$ cat src/rtl/apb_reg_dec.sv
// APB register decoder: RW register bank, RO status window and optional wait states.
// Optional feature: define APB_REG_DEC_STRB_EN to add the PSTRB byte-lane write strobe.
module apb_reg_dec #(
    parameter int AWIDTH           = 4,
    parameter int DWIDTH           = 32,
    parameter int REGWN            = 5,
    parameter int REGRN            = 3,
    parameter int REGR_ADDR_OFFSET = 5,
    parameter int WAIT_CYCLES      = 0
) (
    input  logic                    PCLK,
    input  logic                    PRESET,
    input  logic                    PSEL,
    input  logic                    PENABLE,
    input  logic                    PWRITE,
    input  logic [AWIDTH-1:0]       PADDR,
    input  logic [DWIDTH-1:0]       PWDATA,
`ifdef APB_REG_DEC_STRB_EN
    input  logic [DWIDTH/8-1:0]     PSTRB,
`endif
    output logic [DWIDTH-1:0]       PRDATA,
    output logic                    PREADY,
    output logic                    PSLVERR,
    output logic [REGWN*DWIDTH-1:0] rw_regs,
    input  logic [REGRN*DWIDTH-1:0] ro_vals,
    output logic [REGWN-1:0]        wr_pulse,
    output logic [REGRN-1:0]        rd_pulse
);

    localparam int          NBYTES    = DWIDTH / 8;
    localparam logic [3:0]  WAIT_INIT = 4'(WAIT_CYCLES);

    generate
        if (REGRN > 0 && REGWN > 0 && REGR_ADDR_OFFSET < REGWN) begin : g_map_overlap
            $error("apb_reg_dec: RW and RO index ranges overlap");
        end
        if (DWIDTH % 8 != 0) begin : g_dwidth_bytes
            $error("apb_reg_dec: DWIDTH must be a multiple of 8");
        end
        if (WAIT_CYCLES < 0 || WAIT_CYCLES > 15) begin : g_wait_range
            $error("apb_reg_dec: WAIT_CYCLES must be in 0..15");
        end
    endgenerate

    typedef enum logic {IDLE, ACCESS} state_t;

    state_t              state_q, state_d;
    logic [3:0]          cnt_q;
    logic [AWIDTH-1:0]   addr_p1;
    logic                write_p1;
    logic [DWIDTH-1:0]   wdata_p1;
    logic [NBYTES-1:0]   strb_p1;
    logic [DWIDTH-1:0]   regs_q [REGWN];
    logic [DWIDTH-1:0]   rd_data;
    logic [31:0]         idx;
    logic                setup, complete, hit_rw, hit_ro, err;

    function automatic logic [DWIDTH-1:0] merge_bytes(input logic [DWIDTH-1:0] old_w,
                                                      input logic [DWIDTH-1:0] new_w,
                                                      input logic [NBYTES-1:0] strb);
        logic [DWIDTH-1:0] res;
        res = old_w;
        for (int b = 0; b < NBYTES; b++) begin
            if (strb[b]) res[b*8 +: 8] = new_w[b*8 +: 8];
        end
        return res;
    endfunction

    assign setup    = PSEL && !PENABLE;
    assign complete = PREADY && PSEL && PENABLE;
    assign idx      = 32'(addr_p1);
    assign hit_rw   = idx < 32'(REGWN);
    assign hit_ro   = (idx >= 32'(REGR_ADDR_OFFSET)) && (idx < 32'(REGR_ADDR_OFFSET + REGRN));
    // Writes into the RO window are rejected just like unmapped indices.
    assign err      = !(hit_rw || (hit_ro && !write_p1));

    always_ff @(posedge PCLK) begin
        if (PRESET) begin
            state_q <= IDLE;
            cnt_q   <= '0;
        end else begin
            state_q <= state_d;
            if (state_q == IDLE && setup) begin
                cnt_q <= WAIT_INIT;
            end else if (state_q == ACCESS && cnt_q != 4'd0) begin
                cnt_q <= cnt_q - 4'd1;
            end
        end
    end

    always_comb begin
        state_d = state_q;
        case (state_q)
            IDLE:    if (setup) state_d = ACCESS;
            ACCESS:  if (!PSEL || complete) state_d = IDLE;
            default: state_d = IDLE;
        endcase
    end

    always_comb begin
        PREADY  = (state_q == ACCESS) && (cnt_q == 4'd0);
        PSLVERR = PREADY && err;
        PRDATA  = (PREADY && !err && !write_p1) ? rd_data : '0;
    end

    // Stage p1: transfer attributes captured at the setup edge.
    always_ff @(posedge PCLK) begin
        if (state_q == IDLE && setup) begin
            addr_p1  <= PADDR;
            write_p1 <= PWRITE;
            wdata_p1 <= PWDATA;
`ifdef APB_REG_DEC_STRB_EN
            strb_p1  <= PSTRB;
`endif
        end
    end

`ifdef APB_REG_DEC_STRB_EN
`else
    assign strb_p1 = '1;
`endif

    always_comb begin
        rd_data = '0;
        for (int i = 0; i < REGWN; i++) begin
            if (idx == 32'(i)) rd_data = regs_q[i];
        end
        for (int j = 0; j < REGRN; j++) begin
            if (idx == 32'(REGR_ADDR_OFFSET + j)) rd_data = ro_vals[j*DWIDTH +: DWIDTH];
        end
    end

    // Stage commit: register update and side-effect pulses on the completion edge.
    always_ff @(posedge PCLK) begin
        if (PRESET) begin
            for (int i = 0; i < REGWN; i++) regs_q[i] <= '0;
            wr_pulse <= '0;
            rd_pulse <= '0;
        end else begin
            wr_pulse <= '0;
            rd_pulse <= '0;
            if (complete && !err) begin
                for (int i = 0; i < REGWN; i++) begin
                    if (write_p1 && idx == 32'(i)) begin
                        regs_q[i]   <= merge_bytes(regs_q[i], wdata_p1, strb_p1);
                        wr_pulse[i] <= 1'b1;
                    end
                end
                for (int j = 0; j < REGRN; j++) begin
                    if (!write_p1 && idx == 32'(REGR_ADDR_OFFSET + j)) rd_pulse[j] <= 1'b1;
                end
            end
        end
    end

    generate
        for (genvar g = 0; g < REGWN; g++) begin : g_pack
            assign rw_regs[g*DWIDTH +: DWIDTH] = regs_q[g];
        end
    endgenerate

endmodule

$ cat config.mk
export PLATFORM = sky130hd
export DESIGN_NAME = apb_reg_dec
export DESIGN_NICKNAME = d
export VERILOG_FILES = /design/src/rtl/apb_reg_dec.sv
export SDC_FILE = /design/constraint.sdc
export NUM_CORES = 1
export LEC_CHECK = 0
export ABC_AREA = 0
export CORE_ASPECT_RATIO = 1.75
export CORE_MARGIN = 2
export CORE_UTILIZATION = 40
export DETAILED_ROUTE_END_ITERATION = 6
export PLACE_DENSITY = 0.73
export SLEW_MARGIN = 0
export SYNTH_ARGS = -nofsm -noshare
export SYNTH_HDL_FRONTEND = slang
export SYNTH_SLANG_ARGS = --single-unit
$ cat constraint.sdc
create_clock -name PCLK -period 6.3 [get_ports PCLK]
set_input_delay 1.89 -clock PCLK [delete_from_list [all_inputs] [get_ports PCLK]]
set_output_delay 1.89 -clock PCLK [all_outputs]
set_load 0.02 [all_outputs]
# After elaboration in Yosys (flattened, before gate mapping)
# Memory sizes are Yosys's and may differ from the RTL's.
# Index checks and enable logic that the tools add are counted.
[word_totals]
regBits = 50
latch_bits = 0
ram_bits = 160
rom_bits = 0
input_bits = 137
output_inout_bits = 202
word_cells = 159
mem_count = 1
[classes]
add_sub_neg = 1
multipliers = 0
n_div = 0
n_lt_le_gt_ge = 3
n_eq_ne = 7
shifts = 0
muxes = 102
bitwise = 7
n_reduce_logical = 31
[mem_list]
columns = ["name", "words", "word_bits", "read_ports", "rd_ports_with_merged_regs", "write_ports", "line_no", "rtl"]
rows = [
  ["regs_q", 5, 32, 5, 0, 5, "53", "logic [DWIDTH-1:0] regs_q [REGWN];"],
]
[op_table]
columns = ["cell", "count"]
rows = [
  ["$mux 8", 60],
  ["$mux 32", 14],
  ["$logic_not 32->1", 1],
  ["$mux 1", 27],
  ["$logic_and 1x1->1", 20],
  ["$eq 4x3->1 const B", 4],
  ["$eq 4x2->1 const B", 2],
  ["$or 1x1->1", 5],
  ["$eq 4x1->1 const B", 1],
  ["$ge 4x3->1 const B", 1],
  ["$logic_not 1->1", 4],
  ["$logic_not 4->1", 1],
  ["$lt 4x3->1 const B", 1],
  ["$lt 4x4->1 const B", 1],
  ["$reduce_bool 4->1", 1],
  ["$reduce_or 2->1", 2],
  ["$sub 4x1->4 const B", 1],
  ["$logic_or 1x1->1", 2],
  ["$not 1->1", 2],
  ["$pmux 1 s2", 1],
]

# Depth between registers and ports, before layout
[depth]
word_depth = 10
ltp_mapped = 8
depth_no_buf = 6

# Least setup slack after synthesis
# Ideal clock, no wire load.
[synth_timing]
kind = "input to register"
from = "input PRESET"
to = "memory regs_q[0][0], enable pin"
setup_time_ps = 470
t_arrival_ps = 5092
required_ps = 5830
path_slack_ps = 738
stages = 4
path_buffers = 0
cell_sequence = "nand3b_1 -> nor4_4 -> nand2_1 -> o31ai_1"
[synth_rtl]
columns = ["element", "line_no", "rtl"]
rows = [
  ["start, declared", "12", "input logic PRESET,"],
  ["end, declared", "53", ""],
]

# Worst setup path after layout
[layout_timing]
from = "register addr_p1[2]"
to = "output PRDATA[20]"
[layout_via]
elab_chain_cells = 10
word_cells_on_any_way = 25
classes_between = "3 x order compare; 7 x eq/ne; 9 x mux; 6 x reduce/logical"
[layout_rtl]
columns = ["element", "line_no", "rtl"]
rows = [
  ["start, declared", "49", "logic [AWIDTH-1:0] addr_p1;"],
  ["start signal, assigned", "109", "addr_p1 <= PADDR;"],
  ["$logic_not 32->1", "126", "if (idx == 32'(i)) rd_data = regs_q[i];"],
  ["$mux 32 (5 in a row)", "126", ""],
  ["$mux 32 (3 in a row)", "129", "if (idx == 32'(REGR_ADDR_OFFSET + j)) rd_data = ro_vals[j*DWIDTH +: DWIDTH];"],
  ["$mux 32 *", "103", "PRDATA = (PREADY && !err && !write_p1) ? rd_data : '0;"],
  ["end, declared", "21", "output logic [DWIDTH-1:0] PRDATA,"],
]
# Mark *: on every way between the ends. The rest lies on a longest branch, timed or not.

==> qor.csv <==
metric;value;unit
status;completed;
Final Hold Viols;0;
Top FF cell, synth;edfxtp_1;
port bufs;338;
CTS Buf Count;20;
#FFs+latches synth;210;
Pleak;4.77;nW
vias in the first global route;7598;
Worst-Margin Slew;1.01;ns
Max stage delay cell, worst path;edfxtp_1;
grt total ovfl;0;
vias per cell;5.50;
FP Rows;73;
clk slew on worst S/H paths;0.06;ns
max frequency;0.175;GHz
startpoint types;register;
core area;0.0227;mm^2
Mapped Nets;843;
min Tclk post-route;5.73;ns
dpl ws;0.823;ns
Post-synth ARST share;0;
pwr dens;227;mW/mm^2
total number of vias;7420;
Crit Path Class;reg2out;
share of post-route cells with drive strength above 1;0.0926;
die height;205;um
final setup vio count;0;
Tot Pwr;3.11;mW
max-slew violations;0;
most common cell after layout, fill and taps aside;clkdlybuf4s50_1;
required time worst endpoint;4.41;ns
DRT iter0 DRCs;504;
clock sink count;210;
die area;0.0245;mm^2
# IOs;339;
Initial Util;0.408;
drt pass-1 iters;5;
DP Area;0.0131;mm^2
CP Buf/Inv Count;1;
WHS Endpoint;cnt_q[3]$_SDFFE_PP0P_;
Post-CTS Setup Inserts;0;
Total Wirelength;32100;um
cell family with most CP delay;simple AND/OR/NAND/NOR gates;
root buffer cell;clkbuf_16;
EDFF count, synth;197;
RSZ-0062 raised after global routing;false;
chip width;119;um
CTS Hold Buffers Added;0;
GP Congestion;0.857;
Cells after Synth;704;
Final Skew;0.00751;ns
Hold Crit Depth;2;
first-pass GRT wire length;46700;um
synth unique cells;52;
nets;1173;
antenna violations before repair;2;
latest clock arrival within the worst-skew pair;0.49;ns
DP HPWL;22200;um
reg-to-reg endpoint;regs_q[0][98]$_DFFE_PP_;
final worst-path cycle share;0.909;
maximum vdd ir drop;282;uV
cell area after synthesis;0.00928;mm^2
PostCTS Resize Cnt;0;
placed cells;1312;
Worst Setup End Kind;output pin;
slew margin rel.;0.326;
CP Data Arrival Time;3.84;ns
Fill cells;1797;
Overall Global Routing Usage;0.254;
commonest cells after routing, fill and taps aside;clkdlybuf4s50_1, edfxtp_1, a21oi_1, o21ai_0, and2_1;
setup slack, reg-to-reg;2.65;ns
cell area after layout;0.0137;mm^2
CP peak stage delay;0.90;ns
worst r2r src;addr_p1[2]$_DFFE_PP_;
clock buffer depth;3;
drt wl/cell;23.8;um
# DRC;0;
synthesized area per cell;13.2;um^2
Final Instance Count excl. Fillers;1349;
HP Class;reg2reg;
pin count of the biggest net entering global routing;58;
critical path cell sequence;nand2b_2 -> nor2_4 -> a22oi_1 -> a21oi_1 -> clkdlybuf4s50_1;
H-tree levels;1;
Worst Reg2Reg Path Length in Cells;5;
Crit Path Max Fanout;27;
max-cap violation count;0;
Synthesis Warnings;0;
layout overhead on the synthesized area;47.5;%
CTS tree;built;
sequential fraction of the synthesis area;0.666;
HP Start;cnt_q[3]$_SDFFE_PP0P_;
Routed Antenna Nets;0;
Total Neg Setup Slack;0;ns
post-layout worst setup margin;0.572;ns
[worst max path at each step]
stage,startpoint,end,slack (ns),depth (start not counted)
4_1_cts,addr_p1[2]$_DFFE_PP_,PRDATA[20],0.56,5
3_3_place_gp,ro_vals[79],PRDATA[15],0.84,5
3_5_place_dp,ro_vals[79],PRDATA[15],0.82,5
6_report,addr_p1[2]$_DFFE_PP_,PRDATA[20],0.57,5
2_1_floorplan,PRESET,regs_q[0][0]$_DFFE_PP_,0.74,4
5_1_grt,addr_p1[2]$_DFFE_PP_,PRDATA[20],0.38,5
[flip-flops by register name, indices dropped and copies added (netlist names)]
register,cells
write_p1,1
rd_pulse,3
wdata_p1,32
state_q,1
regs_q,160
wr_pulse,5
cnt_q,4
addr_p1,4
[tightest hold or removal path, cell delays in order, from the launching register on]
cell	delay [ns]
dfxtp_1	0.37
xor2_1	0.08
nor2_1	0.08
[power breakdown]
part,leakage [nW],switching [mW],internal (mW)
clock network,0.303,0.508,0.624
logic,2.37,0.189,0.185
registers,2.10,0.0278,1.57
total,4.77,0.725,2.38
[per-stage QoR]
stage / hold slack (ns) / util
2_1_floorplan: 0.485 / -
3_3_place_gp: 0.510 / 0.575
3_5_place_dp: 0.531 / 0.575
4_1_cts: 0.553 / 0.601
5_1_grt: 0.585 / 0.601
6_report: 0.562 / 0.601
[cells by family after synthesis]
| kind of cell | share of synthesized area |
|---|---|
| AOI/OAI and AO/OA | 0.145 |
| xor gates and xnor gates | 0.00283 |
| adders and majority gates | 0.00270 |
| buffers and inverters | 0.0380 |
| DFF | 0.666 |
| muxes | 0.0436 |
| and+or+nand+nor | 0.102 |
[cells in the mapped netlist, drive strengths merged, types with 22 or more instances]
| library cell | number | area share |
|---|---|---|
| inv | 28 | 0.011 |
| and2 | 33 | 0.022 |
| a21oi | 73 | 0.039 |
| or3b | 22 | 0.021 |
| buf | 28 | 0.015 |
| o21ai | 55 | 0.030 |
| clkbuf | 28 | 0.011 |
| edfxtp | 197 | 0.64 |
| o22ai | 25 | 0.017 |
| nand2 | 26 | 0.011 |
| mux2i | 28 | 0.030 |
[per-layer routing]
| metal | wire length (um) | vias up | track usage |
|---|---|---|---|
| li1 | - | 3340 | - |
| met1 | 11400 | 3633 | 0.288 |
| met2 | 17300 | 372 | 0.466 |
| met3 | 2020 | 73 | 0.0410 |
| met4 | 1440 | 2 | 0.115 |
| met5 | 13 | - | 0 |
[layout make-up]
class	count	area (um^2)	share of cell area
antenna	1	2.50	0.000183
clock buffer	26	554	0.0405
clock inverter	10	51.3	0.00375
inverter	28	105	0.00768
multi-input combinational	410	2800	0.205
sequential	210	6180	0.451
tap	300	375	0.0274
timing repair buffer	364	3620	0.264
No activity file was read; power rests on OpenSTA's default activity.
